### config.mk
export PLATFORM = sky130hd
export DESIGN_NAME = fetch_unit
export DESIGN_NICKNAME = d
export VERILOG_FILES = /design/src/rtl/fetch_unit.sv
export SDC_FILE = /design/constraint.sdc
export NUM_CORES = 1
export LEC_CHECK = 0
export CAP_MARGIN = 30
export CORE_MARGIN = 5
export CORE_UTILIZATION = 50
export CTS_CLUSTER_SIZE = 14
export DETAILED_ROUTE_END_ITERATION = 8
export GPL_TIMING_DRIVEN = 0
export MAX_ROUTING_LAYER = met4
export PLACE_DENSITY = 0.85
export SYNTH_ARGS = -nofsm -noshare
export SYNTH_HDL_FRONTEND = slang
export SYNTH_SLANG_ARGS = --single-unit
export TNS_END_PERCENT = 20
### constraint.sdc
create_clock -name clk -period 5.5 [get_ports clk]
set_input_delay 0.825 -clock clk [delete_from_list [all_inputs] [get_ports clk]]
set_output_delay 0.825 -clock clk [all_outputs]
set_load 0.05 [all_outputs]
### src/rtl/fetch_unit.sv
// Instruction fetch stage: holds PC and IR, fetches one word per updPC edge, resolves the next PC.
// Latency: the request goes out in the cycle after the updPC edge, and IR is valid the cycle after the ack.
// Backpressure: the fetch request and address are held until imem_ack; updPC edges while a fetch is pending raise seq_err.
module fetch_unit #(
    parameter int              AW       = 32,
    parameter logic [AW-1:0]   RESET_PC = '0
) (
    input  logic            clk,
    input  logic            rst,
    input  logic            updPC,
    input  logic [2:0]      brOp,
    input  logic            neg,
    input  logic            zero,
    output logic [AW-1:0]   imem_addr,
    output logic            imem_req,
    input  logic            imem_ack,
    input  logic [31:0]     imem_rdata,
    output logic [AW-1:0]   pc,
    output logic [5:0]      opcode,
    output logic [4:0]      rs,
    output logic [4:0]      rt,
    output logic [4:0]      rd,
    output logic [4:0]      func,
    output logic [15:0]     imm,
    output logic            ir_valid,
    output logic [31:0]     instr_count,
    output logic            seq_err
);

    typedef enum logic {
        S_FETCH = 1'b0,
        S_READY = 1'b1
    } state_t;

    localparam logic [AW-1:0] PC_STEP = AW'(4);

    state_t          state_q, state_d;
    logic [AW-1:0]   pc_q, pc_d;
    logic [31:0]     ir_q, ir_d;
    logic            ir_valid_q, ir_valid_d;
    logic [31:0]     cnt_q, cnt_d;
    logic            seq_err_q, seq_err_d;
    logic            updpc_q;

    logic            upd_evt;
    logic            br_taken;
    logic [AW-1:0]   br_off;
    logic [AW-1:0]   pc4;
    logic [AW-1:0]   tgt;

    // Word offset: sign-extended imm shifted left by two, fitted to AW bits.
    for (genvar g = 0; g < AW; g++) begin : g_off
        if (g < 2) begin : g_lo
            assign br_off[g] = 1'b0;
        end else if (g < 18) begin : g_mid
            assign br_off[g] = ir_q[g-2];
        end else begin : g_hi
            assign br_off[g] = ir_q[15];
        end
    end

    assign pc4     = pc_q + PC_STEP;
    assign tgt     = pc4 + br_off;
    assign upd_evt = updPC & ~updpc_q;

    always_comb begin
        br_taken = 1'b0;
        case (brOp)
            3'b000:  br_taken = 1'b1;
            3'b001:  br_taken = neg;
            3'b010:  br_taken = ~neg & ~zero;
            3'b011:  br_taken = zero;
            default: br_taken = 1'b0;
        endcase
    end

    always_comb begin
        state_d    = state_q;
        pc_d       = pc_q;
        ir_d       = ir_q;
        ir_valid_d = ir_valid_q;
        cnt_d      = cnt_q;
        seq_err_d  = seq_err_q;
        case (state_q)
            S_FETCH: begin
                if (imem_ack) begin
                    ir_d       = imem_rdata;
                    ir_valid_d = 1'b1;
                    cnt_d      = cnt_q + 32'd1;
                    state_d    = S_READY;
                end
                // An edge with no instruction in hand is dropped, only flagged.
                if (upd_evt) begin
                    seq_err_d = 1'b1;
                end
            end
            S_READY: begin
                if (upd_evt) begin
                    pc_d       = br_taken ? tgt : pc4;
                    ir_valid_d = 1'b0;
                    state_d    = S_FETCH;
                end
            end
            default: state_d = S_FETCH;
        endcase
    end

    always_ff @(posedge clk) begin
        if (rst) begin
            state_q    <= S_FETCH;
            pc_q       <= RESET_PC;
            ir_q       <= '0;
            ir_valid_q <= 1'b0;
            cnt_q      <= '0;
            seq_err_q  <= 1'b0;
            updpc_q    <= 1'b0;
        end else begin
            state_q    <= state_d;
            pc_q       <= pc_d;
            ir_q       <= ir_d;
            ir_valid_q <= ir_valid_d;
            cnt_q      <= cnt_d;
            seq_err_q  <= seq_err_d;
            updpc_q    <= updPC;
        end
    end

    // Request is masked during reset so a late ack can never be taken.
    assign imem_req    = (state_q == S_FETCH) && !rst;
    assign imem_addr   = pc_q;
    assign pc          = pc_q;
    assign opcode      = ir_q[31:26];
    assign rs          = ir_q[25:21];
    assign rt          = ir_q[20:16];
    assign rd          = ir_q[15:11];
    assign func        = ir_q[4:0];
    assign imm         = ir_q[15:0];
    assign ir_valid    = ir_valid_q;
    assign instr_count = cnt_q;
    assign seq_err     = seq_err_q;

endmodule
==> parameters.txt, run 1 <==
Parameter                              Value

Outcome
  Outcome ... finished clean

Place
  Area of placed instances ... 8675 um^2
  Port Buffers ... 177
  DPL Wire Length ... roughly 15,000 um
  Dpl ws ... ~1.6 ns
  Placed Cells ... 1,208
  GPL Wtd Cong ... 0.9446

Logic synthesis
  Count of warnings emitted by yosys ... 0
  Most common flop cell mapped by yosys ... sky130_fd_sc_hd__dfxtp_1
  FF+latch count, synth ... 98
  Mux share of post-synthesis cell area ... 0.4708%
  Adder-cell share of the synthesized area ... 7.458%
  Netlist area before placement ... 6644 um^2
  Synthesized-area fraction occupied by and/or/nand/nor cells ... 24.67%
  Largest family of logic cells by synthesized area ... simple AND/OR/NAND/NOR gates
  Number of synthesized flops with an enable pin ... 0
  Count of different cell masters after synthesis ... 77
  Complex-gate fraction of the synthesized area ... 20.11%
  Post-Syn Instances ... around 850
  Synth Area in XOR/XNOR ... 10.13%
  Average cell area after synthesis ... 7.807 um^2
  Share of synthesized flip-flops with an asynchronous set or reset ... 0%
  Share of synthesized area occupied by flip-flops and latches ... 29.53%

Timing
  Accumulated negative setup slack ... 0 ns
  Post-route minimum period ... a little under 4 ns
  Share of the clock period used by the worst path after layout ... 71.35%
  Hold Fails Final Rpt ... 0
  Worst-margin pin slew ... 0.7245 ns
  Fin worst setup slack ... approximately 1.6 ns
  Number of pins with negative max-slew slack in the final report ... 0
  Peak clock frequency supported by timing ... 254.8 MHz
  Unrepaired setup endpoints after global routing ... false
  Worst relative slew slack ... slightly above 50%
  Final setup violating endpoints ... 0
  Clock skew ... 0.007435 ns

Global routing
  Antenna violations before repair ... 0
  Global-route wire length before repair ... 32,380 um
  Global-route usage over all layers ... about a quarter
  Largest net degree at the start of global routing ... 19
  Number of global-route vias before repair ... 6,523
  Remaining global-route overflow ... 0

Critical path
  Worst path most repeated cell ... sky130_fd_sc_hd__a21oi_1
  Crit path largest cell delay ... 0.62 ns
  Critical Path, Cell by Cell ... ha_1 -> nand2_1 -> or2_1 -> buf_2 -> nor2_1 -> xor2_1 -> ha_1 -> a21oi_1 -> nand2_1 -> and2_1 -> a21oi_1 -> a21oi_1 -> or3_1 -> a31o_1
  Crit Path Max Fanout ... 11
  WP data required ... between 5 and 6 ns
  Startpoint type of the worst setup path ... flip-flop
  CP endpoint kind ... flip-flop
  Setup slack of the worst register-to-register path ... 1.58 ns
  Slowest cell on the critical path ... sky130_fd_sc_hd__dfxtp_1
  Data arrival time of the worst path ... approximately 4.2 ns
  Path type of the worst setup path ... reg2reg

Clock tree
  Hold Buf Count CTS ... 0
  Clk buf depth ... 2
  Clock latency at the later pin of the worst-skew pair ... 0.36 ns
  Clock transition at the registers of the reported paths ... roughly 0.070 ns
  Clock sink total ... just under 100
  TritonCTS clock tree ... built
  CTS root buf ... sky130_fd_sc_hd__clkbuf_16
  H-Tree Level Count ... 3
  Total clock buffers created by CTS ... 9
  Setup bufs post-CTS ... 0
  Post_cts resized ... 0

Floorplan
  Vertical extent of the die ... around 130 um
  Core footprint ... 13,140 um^2
  DIE AREA ... between 15,000 and 20,000 um^2
  Initial Utilization ... about half
  Die width ... 125.3 um
  Number of rows created at floorplan ... 42
  Boundary Pins ... 182

Routing
  Number of violations reported at the end of detailed-routing iteration 0 ... 625
  DRC violations left ... 0
  Total vias in the final route ... 6,877
  Mean number of vias per cell ... 5.618
  Detailed Route WL ... between 20,000 and 25,000 um
  ANT nets after route ... 0
  First drt pass iteration count ... 5
  Average wire length per cell after detail routing ... 16.58 um

Cells and area
  Relative area change from synthesis to final layout ... 35.05%
  Post-Layout Cell Count ... roughly 1,200
  Post-layout nets ... 1,123
  Area taken by flip-flops and latches ... 1962 um^2
  Number of fillers in the final layout ... 1,086
  Combined area of the multi-input logic cells ... between 4000 and 5000 um^2
  Diodes inserted ... 0
  Fraction of layout instances using a drive strength above 1 ... a little over 9%
  Post-route design area ... 8972 um^2

Pwr
  Max VDD drop ... 161.0 uV
  Power density over cell area ... 203.7 nW/um^2
  Leakage power ... 3.554 nW
  Total power ... 1.828 mW

Run
  Count of maximum capacitance violations ... 0

Min path
  Worst Hold Class ... reg2reg
==> Yosys cell counts, drive strengths merged (18+ instances only) <==
library cell  number  share of area, %
nand2            126               7.1
dfxtp             98                30
a21oi             92               7.2
nor2              87               5.1
buf               54               5.6
xor2              45               5.9
o21ai             40               3.0
ha                38               7.2
xnor2             31               4.2
clkbuf            29               1.6
nand3             25               2.1
nand4             19               1.9
and3              18               1.8
==> per-stage QoR <==
step / utilization, % / hold WS, ns
2_1_floorplan: - / 0.5123
3_3_place_gp: 65.82 / 0.4404
3_5_place_dp: 66.03 / 0.4457
4_1_cts: 68.30 / 0.4560
5_1_grt: 68.30 / 0.4746
6_report: 68.30 / 0.4549
==> cells by family after synthesis <==
kind of cell,after synthesis
flip-flops,98
XOR/XNOR,76
AO/OA/AOI/OAI,206
AND/OR/NAND/NOR,340
multiplexers,3
adder cells (fa/ha/maj),39
other,1
buffers and inverters,88
==> state kept, by name, indices dropped and copies added (netlist names) <==
signal,cells
imem_addr,30
updpc_q,1
seq_err,1
state_q,1
instr_count,32
ir_valid,1
ir_q,32
==> placed cells by master, fill, tap and decap left out, drive strengths merged, types with 4 or more instances in the layout <==
cell,n
a211oi,9
a21o,8
a21oi,92
a22oi,6
a311oi,7
a31oi,8
and2,8
and3,18
and4,8
buf,55
clkbuf,39
clkdlybuf4s50,177
conb,4
dfxtp,98
ha,38
inv,8
nand2,126
nand2b,5
nand3,25
nand4,19
nor2,87
nor2b,8
nor3,17
o21a,5
o21ai,40
o31ai,6
or3,8
xnor2,31
xor2,45
==> power by group <==
part	switching (mW)	leakage [nW]	internal, mW	total (mW)
registers	0.0301	0.797	0.733	0.763
logic	0.268	2.61	0.155	0.423
clock network	0.313	0.143	0.329	0.642
==> area by class of cell <==
| cell class | instances | area share (%) |
|---|---|---|
| Timing Repair Buffer | 178 | 20.05 |
| Tap cell | 176 | 2.454 |
| Buffer | 83 | 5.397 |
| Inverter | 5 | 0.2092 |
| Clock buffer | 10 | 2.664 |
| Sequential cell | 98 | 21.87 |
| Clock inverter | 6 | 0.6554 |
| Multi-Input combinational cell | 668 | 46.70 |
==> final timing paths <==
check                                      to         start  cells after the start
worst max-delay path            imem_addr[31]  imem_addr[2]                     14
worst min register to register       ir_q[25]      ir_q[25]                      2
worst max register to register  imem_addr[31]  imem_addr[2]                     14
worst min-delay path                 ir_q[25]      ir_q[25]                      2
==> per-layer routing <==
layer	wire, um	GRT usage [%]	vias to the layer above
li1	-	-	3341
met1	8530	31.54	3205
met2	9526	42.58	301
met3	1876	6.141	30
met4	364	7.908	0
met5	0	-	-
==> critical path, delay by kind of cell, from the launching register on <==
kind | cells | cell delay [ns]
fa+ha+maj | 2 | 0.72
buf+inv | 1 | 0.19
xor+xnor | 1 | 0.20
compound gates | 4 | 0.92
simple gates | 6 | 1.17
flops | 1 | 0.62
Note: power is estimated with default switching activity, not from simulation.
==> run 2, diff against run 1 <==
--- a/config.mk
+++ b/config.mk
@@ -7,12 +7,12 @@
 export LEC_CHECK = 0
 export CAP_MARGIN = 30
 export CORE_MARGIN = 5
-export CORE_UTILIZATION = 50
+export CORE_UTILIZATION = 45
 export CTS_CLUSTER_SIZE = 14
 export DETAILED_ROUTE_END_ITERATION = 8
 export GPL_TIMING_DRIVEN = 0
 export MAX_ROUTING_LAYER = met4
-export PLACE_DENSITY = 0.85
+export PLACE_DENSITY = 0.8
 export SYNTH_ARGS = -nofsm -noshare
 export SYNTH_HDL_FRONTEND = slang
 export SYNTH_SLANG_ARGS = --single-unit
==> constraint.sdc (replaced) <==
create_clock -name clk -period 3.2 [get_ports clk]
set_input_delay 0.48 -clock clk [delete_from_list [all_inputs] [get_ports clk]]
set_output_delay 0.48 -clock clk [all_outputs]
set_load 0.05 [all_outputs]
==> parameters.txt, run 2 (synthesis results as in run 1) <==
Parameter                              Value

Outcome
  Outcome ... complete, but fails checks
  Failing checks ... setup timing

Critical path
  Path type of the worst setup path ... reg2reg
  Startpoint type of the worst setup path ... flip-flop
  Crit path largest cell delay ... 0.35 ns
  Data arrival time of the worst path ... roughly 3.5 ns
  Critical Path, Cell by Cell ... and4_1 -> buf_6 -> and3_4 -> and3_4 -> and3_4 -> xor2_4 -> ha_4 -> a21oi_4 -> nor2_2 -> a211oi_2 -> o21a_1 -> o31ai_4 -> a221oi_2 -> mux2i_1 -> a21oi_1
  Kind of cell adding the most delay to the critical path ... compound AO/OA/AOI/OAI gates
  Worst path most repeated cell ... sky130_fd_sc_hd__and3_4
  CP endpoint kind ... flip-flop
  WP data required ... 3.43 ns
  Crit Path Max Fanout ... 5
  Slowest cell on the critical path ... sky130_fd_sc_hd__dfxtp_4
  Critical path buffer and inverter count ... 1

Floorplan
  Boundary Pins ... 182
  Initial Utilization ... 45.71%
  Number of rows created at floorplan ... between 40 and 50
  Die width ... 131.5 um
  DIE AREA ... between 15,000 and 20,000 um^2
  Core footprint ... 14,530 um^2
  Vertical extent of the die ... 131.5 um

Global routing
  Remaining global-route overflow ... 0
  Global-route usage over all layers ... 24.59%
  Largest net degree at the start of global routing ... 23
  Antenna violations before repair ... 0
  Number of global-route vias before repair ... 6,717
  Global-route wire length before repair ... 34,290 um

Clock tree
  Clk buf depth ... 2
  CTS root buf ... sky130_fd_sc_hd__clkbuf_16
  H-Tree Level Count ... 3
  Clock latency at the later pin of the worst-skew pair ... 0.36 ns
  Clock transition at the registers of the reported paths ... 0.07 ns
  Total clock buffers created by CTS ... 9
  Clock sink total ... 98
  TritonCTS clock tree ... built
  Hold Buf Count CTS ... 0

Timing
  Worst-margin pin slew ... 0.9228 ns
  Fin worst setup slack ... -0.07639 ns
  Peak clock frequency supported by timing ... slightly above 300 MHz
  Clock skew ... 0.007782 ns
  Hold slack final ... between 0.4 and 0.5 ns
  Share of the clock period used by the worst path after layout ... 102.4%
  Number of pins with negative max-slew slack in the final report ... 0
  Unrepaired setup endpoints after global routing ... true
  Hold Fails Final Rpt ... 0
  Worst relative slew slack ... around 38%
  Final setup violating endpoints ... 3
  Post-route minimum period ... 3.276 ns

Cells and area
  Diodes inserted ... 0
  Commonest non-fill, non-tap cells in the layout ... sky130_fd_sc_hd__clkdlybuf4s50_1, sky130_fd_sc_hd__nand2_1, sky130_fd_sc_hd__nor2_1, sky130_fd_sc_hd__dfxtp_1, sky130_fd_sc_hd__a21oi_1
  Number of fillers in the final layout ... ~1,300
  Post-route design area ... 9594 um^2
  Fraction of layout instances using a drive strength above 1 ... 17.80%
  Final core utilization ... 66.01%
  Post-layout nets ... about 1,100
  Most common library cell in the layout ignoring fill and taps ... sky130_fd_sc_hd__clkdlybuf4s50_1
  Post-Layout Cell Count ... 1,257
  Relative area change from synthesis to final layout ... 44.41%

Place
  Placed Cells ... 1,216
  GPL Wtd Cong ... approximately 0.98
  DPL Wire Length ... about 16,000 um
  Area of placed instances ... 8755 um^2
  Port Buffers ... 177

Run
  Count of maximum capacitance violations ... 0

Pwr
  Net load switching power ... 1.046 mW
  Logic pwr share ... 23.2%
  Power density over cell area ... 340.4 nW/um^2
  Internal power component ... ~2.2 mW
  Clock share of power ... 36.9%
  Sequential fraction of design power ... 39.9%
  Max VDD drop ... 266.1 uV
  Leakage power ... 3.730 nW
  Switching part of the total power ... 32.02%
  Total power ... 3.265 mW

Routing
  Number of violations reported at the end of detailed-routing iteration 0 ... 570
  Average wire length per cell after detail routing ... 17.29 um
  Detailed Route WL ... around 22,000 um
  ANT nets after route ... 0
  Mean number of vias per cell ... 5.605
  Total vias in the final route ... 7,045
  First drt pass iteration count ... 6
  DRC violations left ... 0

Min path
  Worst Hold Class ... reg2reg
run 2: final cells by class:
type                    count  area [um^2]  share of cell area (%)
plain buffers              81        491.7                   5.125
clock buffers              11        264.0                   2.752
clock inverters             5        65.06                  0.6781
inverters                   5        18.77                  0.1956
multi-input cells         668         4508                   46.99
flip-flops and latches     98         2014                   21.00
well taps                 184        230.2                   2.400
repair buffers            205         2002                   20.87
run 2: timing repair:
item,4_1_cts,5_1_grt
setup endpoints to repair,7,16
buffers inserted,17,10
gates cloned,0,0
pin swaps,16,20
resized for setup,35,29
run 2: final timing paths:
kind                            cells past startpoint       endpoint    startpoint  slack, ns
worst max-delay path                               15  imem_addr[30]  imem_addr[6]      -0.08
worst min-delay path                                2       ir_q[20]      ir_q[20]       0.46
worst max register to register                     15  imem_addr[30]  imem_addr[6]      -0.08
worst min register to register                      2       ir_q[20]      ir_q[20]       0.46
run 2: per-stage QoR:
step	worst slack, ns	TNS [ns]
after detailed placement	-0.2955	-0.8174
after CTS	-0.02680	-0.04109
after floorplan	0.004150	0
after global routing	-0.1972	-0.9946
final	-0.07639	-0.1463
after global placement	-0.2997	-0.8613
run 2: power groups by stage:
stage / combinational, mW / sequential, mW / clock (mW)
floorplan: 0.341 / 1.46 / 0
global placement: 0.711 / 1.34 / 0
detailed placement: 0.727 / 1.33 / 0
CTS: 0.741 / 1.30 / 1.22
global route: 0.804 / 1.31 / 1.27
finish: 0.757 / 1.30 / 1.21
run 2: worst min-delay path: stages, from the launching register on:
cell	delay, ns
sky130_fd_sc_hd__dfxtp_1	0.31
sky130_fd_sc_hd__nand2_1	0.05
sky130_fd_sc_hd__a21oi_1	0.05
run 2: per-layer routing:
layer,wire [um],global-route usage (%)
met2,10120,39.31
met4,479,7.029
met3,1741,5.275
met5,0,-
met1,9392,31.46
